$ cat src/rtl/comparator_seq_pkg.sv
// -----------------------------------------------------------------------------
// comparator_seq_pkg
//  Shared definitions for the multi-cycle compare unit:
//   - compare mode codes (COM_EQ .. COM_GEU, 6-7 reserved)
//   - FSM state encoding (S_IDLE, S_RUN, S_DONE)
//   - helpers that decode a mode into its signedness and its final truth value
// -----------------------------------------------------------------------------
package comparator_seq_pkg;

    localparam logic [2:0] COM_EQ  = 3'd0;
    localparam logic [2:0] COM_NE  = 3'd1;
    localparam logic [2:0] COM_LT  = 3'd2;
    localparam logic [2:0] COM_GE  = 3'd3;
    localparam logic [2:0] COM_LTU = 3'd4;
    localparam logic [2:0] COM_GEU = 3'd5;

    typedef enum logic [1:0] {
        S_IDLE = 2'd0,
        S_RUN  = 2'd1,
        S_DONE = 2'd2
    } state_t;

    // Only the two signed magnitude modes need the sign-bit flip on the top chunk.
    function automatic logic is_signed_mode(input logic [2:0] mode);
        logic res;
        case (mode)
            COM_LT:  res = 1'b1;
            COM_GE:  res = 1'b1;
            default: res = 1'b0;
        endcase
        return res;
    endfunction

    // Map the two comparison flags to the truth value of the requested mode.
    function automatic logic mode_result(input logic [2:0] mode,
                                         input logic       igual,
                                         input logic       menor);
        logic res;
        case (mode)
            COM_EQ:  res = igual;
            COM_NE:  res = ~igual;
            COM_LT:  res = menor;
            COM_GE:  res = ~menor;
            COM_LTU: res = menor;
            COM_GEU: res = ~menor;
            default: res = 1'b0;
        endcase
        return res;
    endfunction

endpackage

$ cat src/rtl/comparator_seq_cmp_chunk.sv
// -----------------------------------------------------------------------------
// cmp_chunk
//  Combinational compare of one CHUNK-bit slice of the operands.
//  Ports:
//   i_a, i_b      CHUNK-bit slices of operand A and B
//   i_invert_msb  flip the top bit of both slices (two's-complement ordering
//                 on the most significant chunk)
//   o_eq          slices are equal
//   o_lt          slice A < slice B (unsigned, after optional MSB flip)
// -----------------------------------------------------------------------------
module cmp_chunk #(
    parameter int CHUNK = 8
) (
    input  logic [CHUNK-1:0] i_a,
    input  logic [CHUNK-1:0] i_b,
    input  logic             i_invert_msb,
    output logic             o_eq,
    output logic             o_lt
);

    logic [CHUNK-1:0] w_mask;
    logic [CHUNK-1:0] w_a;
    logic [CHUNK-1:0] w_b;

    // Build the sign-flip mask and the adjusted slices.
    always_comb begin
        w_mask            = {CHUNK{1'b0}};
        w_mask[CHUNK-1]   = i_invert_msb;
        w_a               = i_a ^ w_mask;
        w_b               = i_b ^ w_mask;
    end

    // Equality is unaffected by the flip; less-than uses the adjusted slices.
    always_comb begin
        o_eq = (w_a == w_b);
        o_lt = (w_a < w_b);
    end

endmodule

$ cat src/rtl/comparator_seq.sv
// -----------------------------------------------------------------------------
// comparator_seq
//  Shared multi-cycle compare unit. Compares two WIDTH-bit operands CHUNK bits
//  per cycle, most significant chunk first, stopping on the first chunk that
//  differs. Supports EQ/NE and signed/unsigned LT/GE modes.
//  Ports:
//   I_CLK, I_RST_N   clock (rising edge), asynchronous active-low reset
//   I_COM_START      request, accepted only while idle
//   I_COM_MODE       0 EQ, 1 NE, 2 LT, 3 GE, 4 LTU, 5 GEU, 6-7 reserved
//   I_COM_A/B        operands, latched at acceptance
//   O_COM_BUSY       high while a compare is in flight or completing
//   O_COM_DONE       one-cycle pulse, result flags valid
//   O_COM_RESULT     mode-dependent truth value
//   O_COM_IGUAL      A == B
//   O_COM_MENOR      A < B under the mode's signedness (EQ/NE: unsigned)
// -----------------------------------------------------------------------------
module comparator_seq
    import comparator_seq_pkg::*;
#(
    parameter int WIDTH = 32,
    parameter int CHUNK = 8
) (
    input  logic             I_CLK,
    input  logic             I_RST_N,
    input  logic             I_COM_START,
    input  logic [2:0]       I_COM_MODE,
    input  logic [WIDTH-1:0] I_COM_A,
    input  logic [WIDTH-1:0] I_COM_B,
    output logic             O_COM_BUSY,
    output logic             O_COM_DONE,
    output logic             O_COM_RESULT,
    output logic             O_COM_IGUAL,
    output logic             O_COM_MENOR
);

    localparam int NCHUNK = WIDTH / CHUNK;
    localparam int IDXW   = (NCHUNK > 1) ? $clog2(NCHUNK) : 1;
    localparam logic [IDXW-1:0] IDX_TOP  = IDXW'(NCHUNK - 1);
    localparam logic [IDXW-1:0] IDX_ZERO = {IDXW{1'b0}};
    localparam logic [IDXW-1:0] IDX_ONE  = IDXW'(1);

    generate
        if ((CHUNK < 1) || ((WIDTH % CHUNK) != 0)) begin : g_bad_chunk
            $error("comparator_seq: WIDTH must be a positive multiple of CHUNK");
        end
    endgenerate

    state_t                       r_state;
    state_t                       w_next_state;
    logic [IDXW-1:0]              r_idx;
    logic [NCHUNK-1:0][CHUNK-1:0] r_a;
    logic [NCHUNK-1:0][CHUNK-1:0] r_b;
    logic [2:0]                   r_mode;
    logic                         r_busy;
    logic                         r_done;
    logic                         r_result;
    logic                         r_igual;
    logic                         r_menor;

    logic [CHUNK-1:0]             w_a_chunk;
    logic [CHUNK-1:0]             w_b_chunk;
    logic                         w_invert_msb;
    logic                         w_chunk_eq;
    logic                         w_chunk_lt;

    // Select the chunk under examination; the sign flip applies only to the top chunk.
    always_comb begin
        w_a_chunk    = r_a[r_idx];
        w_b_chunk    = r_b[r_idx];
        w_invert_msb = is_signed_mode(r_mode) && (r_idx == IDX_TOP);
    end

    cmp_chunk #(
        .CHUNK (CHUNK)
    ) u_cmp_chunk (
        .i_a          (w_a_chunk),
        .i_b          (w_b_chunk),
        .i_invert_msb (w_invert_msb),
        .o_eq         (w_chunk_eq),
        .o_lt         (w_chunk_lt)
    );

    // FSM state register.
    always_ff @(posedge I_CLK or negedge I_RST_N) begin
        if (!I_RST_N) begin
            r_state <= S_IDLE;
        end else begin
            r_state <= w_next_state;
        end
    end

    // FSM next-state logic: exit RUN on the first differing chunk or after chunk 0.
    always_comb begin
        w_next_state = r_state;
        case (r_state)
            S_IDLE: begin
                if (I_COM_START) begin
                    w_next_state = S_RUN;
                end else begin
                    w_next_state = S_IDLE;
                end
            end
            S_RUN: begin
                if (!w_chunk_eq || (r_idx == IDX_ZERO)) begin
                    w_next_state = S_DONE;
                end else begin
                    w_next_state = S_RUN;
                end
            end
            S_DONE:  w_next_state = S_IDLE;
            default: w_next_state = S_IDLE;
        endcase
    end

    // Handshake outputs, registered from the next state so they align with r_state.
    always_ff @(posedge I_CLK or negedge I_RST_N) begin
        if (!I_RST_N) begin
            r_busy <= 1'b0;
            r_done <= 1'b0;
        end else begin
            r_busy <= (w_next_state != S_IDLE);
            r_done <= (w_next_state == S_DONE);
        end
    end

    // Operand capture, chunk index walk and result flags.
    always_ff @(posedge I_CLK or negedge I_RST_N) begin
        if (!I_RST_N) begin
            r_a      <= {WIDTH{1'b0}};
            r_b      <= {WIDTH{1'b0}};
            r_mode   <= 3'd0;
            r_idx    <= IDX_ZERO;
            r_result <= 1'b0;
            r_igual  <= 1'b0;
            r_menor  <= 1'b0;
        end else begin
            case (r_state)
                S_IDLE: begin
                    if (I_COM_START) begin
                        r_a      <= I_COM_A;
                        r_b      <= I_COM_B;
                        r_mode   <= I_COM_MODE;
                        r_idx    <= IDX_TOP;
                        // Previous flags are dropped as soon as a new compare begins.
                        r_result <= 1'b0;
                        r_igual  <= 1'b0;
                        r_menor  <= 1'b0;
                    end else begin
                        r_idx <= r_idx;
                    end
                end
                S_RUN: begin
                    if (!w_chunk_eq) begin
                        r_igual  <= 1'b0;
                        r_menor  <= w_chunk_lt;
                        r_result <= mode_result(r_mode, 1'b0, w_chunk_lt);
                    end else if (r_idx == IDX_ZERO) begin
                        r_igual  <= 1'b1;
                        r_menor  <= 1'b0;
                        r_result <= mode_result(r_mode, 1'b1, 1'b0);
                    end else begin
                        r_idx <= r_idx - IDX_ONE;
                    end
                end
                default: begin
                    r_idx <= r_idx;
                end
            endcase
        end
    end

    assign O_COM_BUSY   = r_busy;
    assign O_COM_DONE   = r_done;
    assign O_COM_RESULT = r_result;
    assign O_COM_IGUAL  = r_igual;
    assign O_COM_MENOR  = r_menor;

endmodule

$ cat config.mk
export PLATFORM = sky130hd
export DESIGN_NAME = comparator_seq
export DESIGN_NICKNAME = d
export VERILOG_FILES = /design/src/rtl/comparator_seq_pkg.sv /design/src/rtl/comparator_seq_cmp_chunk.sv /design/src/rtl/comparator_seq.sv
export SDC_FILE = /design/constraint.sdc
export NUM_CORES = 1
export LEC_CHECK = 0
export ABC_AREA = 1
export CORE_ASPECT_RATIO = 0.5
export CORE_MARGIN = 4
export CORE_UTILIZATION = 52
export DETAILED_ROUTE_END_ITERATION = 16
export PLACE_DENSITY = 0.88
export SYNTH_ARGS = -nofsm -noshare
export SYNTH_HDL_FRONTEND = slang
export SYNTH_HIERARCHICAL = 1
export SYNTH_SLANG_ARGS = --single-unit
$ cat constraint.sdc
create_clock -name I_CLK -period 3.2 [get_ports I_CLK]
set_input_delay 0.64 -clock I_CLK [delete_from_list [all_inputs] [get_ports I_CLK]]
set_output_delay 0.64 -clock I_CLK [all_outputs]
set_load 0.05 [all_outputs]
==> metrics.md <==
| Metric | Value |
|---|---|
| #FFs+latches synth | 76 |
| Clk buf depth | 2 |
| Overall power | ~5 mW |
| Cts bufs inserted | 9 |
| Share of cells above drive strength 1 | between 20% and 30% |
| Initial DRC Count | 300 |
| Yosys Warn Count | 6 |
| Vias in the first global route | about 3,000 |
| Die area | roughly 8900 um2 |
| Leakage | 2.365 nW |
| Hold_buf cts | 0 |
| Initial Util | between 50% and 60% |
| Fin crit share | 94.22% |
| Drt first pass iters | 5 |
| Area growth syn-to-layout | 28.53% |
| Port Buffer Count | 74 |
| CP Max Fanout | 18 |
| Global-route wire length before repair | 14,980 um |
| CTS tree | done |
| N_diodes | 0 |
| WS Path Type | register to register |
| Die extent in x | ~130 um |
| I/O pins | 75 |
| Placed cells | 487 |
| Clock sinks | 76 |
| CTS root buf | clkbuf_16 |
| Pin count of the biggest net entering global routing | between 70 and 80 |
| CP startpoint | r_idx[1] |
| Tightest Pin Transition | a little over 0.9 ns |
| Syn Nets | approximately 410 |
| # DRC | 0 |
| Final min period | ~3 ns |
| Reg2Reg Depth | 15 |
| Max-cap viol count | 0 |
| Total track usage | between 20% and 30% |
| Initial antenna violation count | 0 |
| Post-CTS resize count | 0 |
| WP data arrival | roughly 3.3 ns |
| Chip height | approximately 69 um |
| Antenna viol nets, final | 0 |
| Post-Syn Area per Cell | 11.61 um2 |
| Grt ovf | 0 |
| Syn Std Cell Area | a little under 4000 um2 |
| Post-route design area | ~4900 um2 |
| Worst EP required | 3.47 ns |
| Final hold violation count | 0 |
| Power density over cell area | 1015 nW/um2 |
| Worst r2r src | r_idx[1] |
| Post-Synthesis Cells | between 300 and 400 |
| Clk Latency, worst-skew pair | between 0.3 and 0.4 ns |
| Fin. max-slew vios | 0 |
| H-tree levels | 3 |
| Vias | between 2,000 and 3,000 |
| Critical Path End Type | register |
| Flop-to-flop setup slack | 0.19 ns |
| R2R Path End | O_COM_RESULT |
| Status | finished, final reports clean |
| VDD IR-drop max | roughly 0.48 mV |
| Finished Layout Cells | 503 |
| Endpoints failing setup | 0 |
| F_max | 0.3317 GHz |
| Nets | 486 |
| Pre-CTS WS | around 0.48 ns |
| Placed cell areas | 4637 um2 |
| Final WS setup | approximately 0.19 ns |
| Routed WL per cell | between 15 and 20 um |
| CP endpoint | O_COM_RESULT |
| Worst Skew | approximately 0.0063 ns |
| Vias per cell | ~5.7 |
| Relative slew slack | about two fifths |
| Site Rows | 21 |
| Postcts setup bufs | 0 |
| Sequential area share after synthesis | about half |
| Synth cell types | 22 |
| Core area | 6910 um2 |
| Startpoint Class | register |
| Reg clk slew, reported paths | 0.06 ns |
| GPL Wtd Cong | 0.8027 |
| Routed WL | approximately 9500 um |
| Hold crit path type | input port to asynchronous set/reset pin |
| HPWL after detailed placement | just under 6000 um |
[where the power goes]
part           total [mW]  switching, mW  internal, mW
combinational        2.38           1.29          1.09
clock               0.999          0.395         0.603
sequential           1.63          0.275          1.36
[cell usage in the layout (no fill, tap or decap), types with 5 or more instances in the layout]
master,netlist,final
a21oi_1,6,6
clkbuf_16,0,9
buf_4,1,5
nand3_1,6,6
nor2_1,42,42
clkdlybuf4s50_1,0,73
inv_1,22,21
o21ai_0,36,36
o22ai_1,16,16
ha_1,10,10
mux2_4,62,62
nand2_1,31,31
dfrtp_1,76,76
[through the flow]
| stage | hold WS, ns | TNS, ns | util (%) |
|---|---|---|---|
| 2_1_floorplan | 0.3444 | 0 | - |
| 3_3_place_gp | 0.4655 | 0 | 67.10 |
| 3_5_place_dp | 0.4774 | 0 | 67.10 |
| 4_1_cts | 0.4789 | 0 | 71.36 |
| 5_1_grt | 0.5231 | -0.01891 | 71.46 |
| 6_report | 0.4355 | 0 | 71.46 |
[cells in the mapped netlist]
master	number	area share, %
buf_6	6	1.8
nand2_4	1	0.29
nand2_2	1	0.16
nand2_1	31	3.0
xor2_1	1	0.23
buf_2	3	0.39
nor2_1	42	4.1
o22ai_1	16	2.6
nand3_1	6	0.78
ha_1	10	3.3
o21ai_1	1	0.13
o21ai_0	36	4.7
nor3_2	1	0.26
mux2_2	2	0.59
mux2_4	62	24
clkbuf_1	5	0.49
a21oi_1	6	0.78
inv_1	22	2.1
xnor2_1	1	0.23
nor2_2	1	0.16
dfrtp_1	76	49
buf_4	1	0.20
[cells by family after synthesis]
| kind of cell | Yosys count | synth area share (%) |
|---|---|---|
| and+or+nand+nor | 83 | 8.792 |
| AOI/OAI and AO/OA | 59 | 8.206 |
| buffers and inverters | 37 | 4.982 |
| adders and majority gates | 10 | 3.256 |
| xor gates and xnor gates | 2 | 0.4560 |
| DFF | 76 | 49.50 |
| muxes | 64 | 24.81 |
[routing by layer]
metal | track usage (%) | vias up | routed length, um
li1 | - | 1274 | -
met1 | 26.20 | 1399 | 3934
met2 | 38.08 | 151 | 4455
met3 | 7.385 | 43 | 705
met4 | 11.79 | 0 | 410
met5 | 0 | - | 0
[registers in the layout, indices dropped and copies added, names as in the netlist]
signal and cells:
r_a 32, r_b 32, r_mode 3, r_idx 2
r_state 2, O_COM_BUSY 1, O_COM_DONE 1, O_COM_IGUAL 1
O_COM_MENOR 1, O_COM_RESULT 1
[how the worst min path moves through the flow]
stage                  end  slack, ns
2_1_floorplan   O_COM_BUSY       0.34
3_3_place_gp   O_COM_MENOR       0.47
3_5_place_dp   O_COM_MENOR       0.48
4_1_cts            r_b[17]       0.48
5_1_grt            r_a[12]       0.52
6_report           r_b[17]       0.44
[cell type report]
class | count | area, um2
Fill cell | 438 | 1972
Sequential cell | 76 | 1902
Multi-Input combinational cell | 218 | 1753
Timing Repair Buffer | 79 | 788.3
Clock buffer | 10 | 229.0
Tap cell | 92 | 115.1
Inverter | 22 | 86.33
Clock inverter | 6 | 65.06
[critical path: stages, from the launching register on]
cell,delay [ns]
dfrtp_1,0.39
inv_1,0.42
o21ai_0,0.27
o22ai_1,0.20
inv_1,0.07
ha_1,0.32
nand2_1,0.06
inv_1,0.08
nand3_1,0.10
nor3_2,0.23
inv_1,0.16
o21ai_2,0.26
nand2_1,0.12
inv_1,0.12
nand2_1,0.07
nand2_1,0.07
Note: power is estimated with default switching activity, not from simulation.
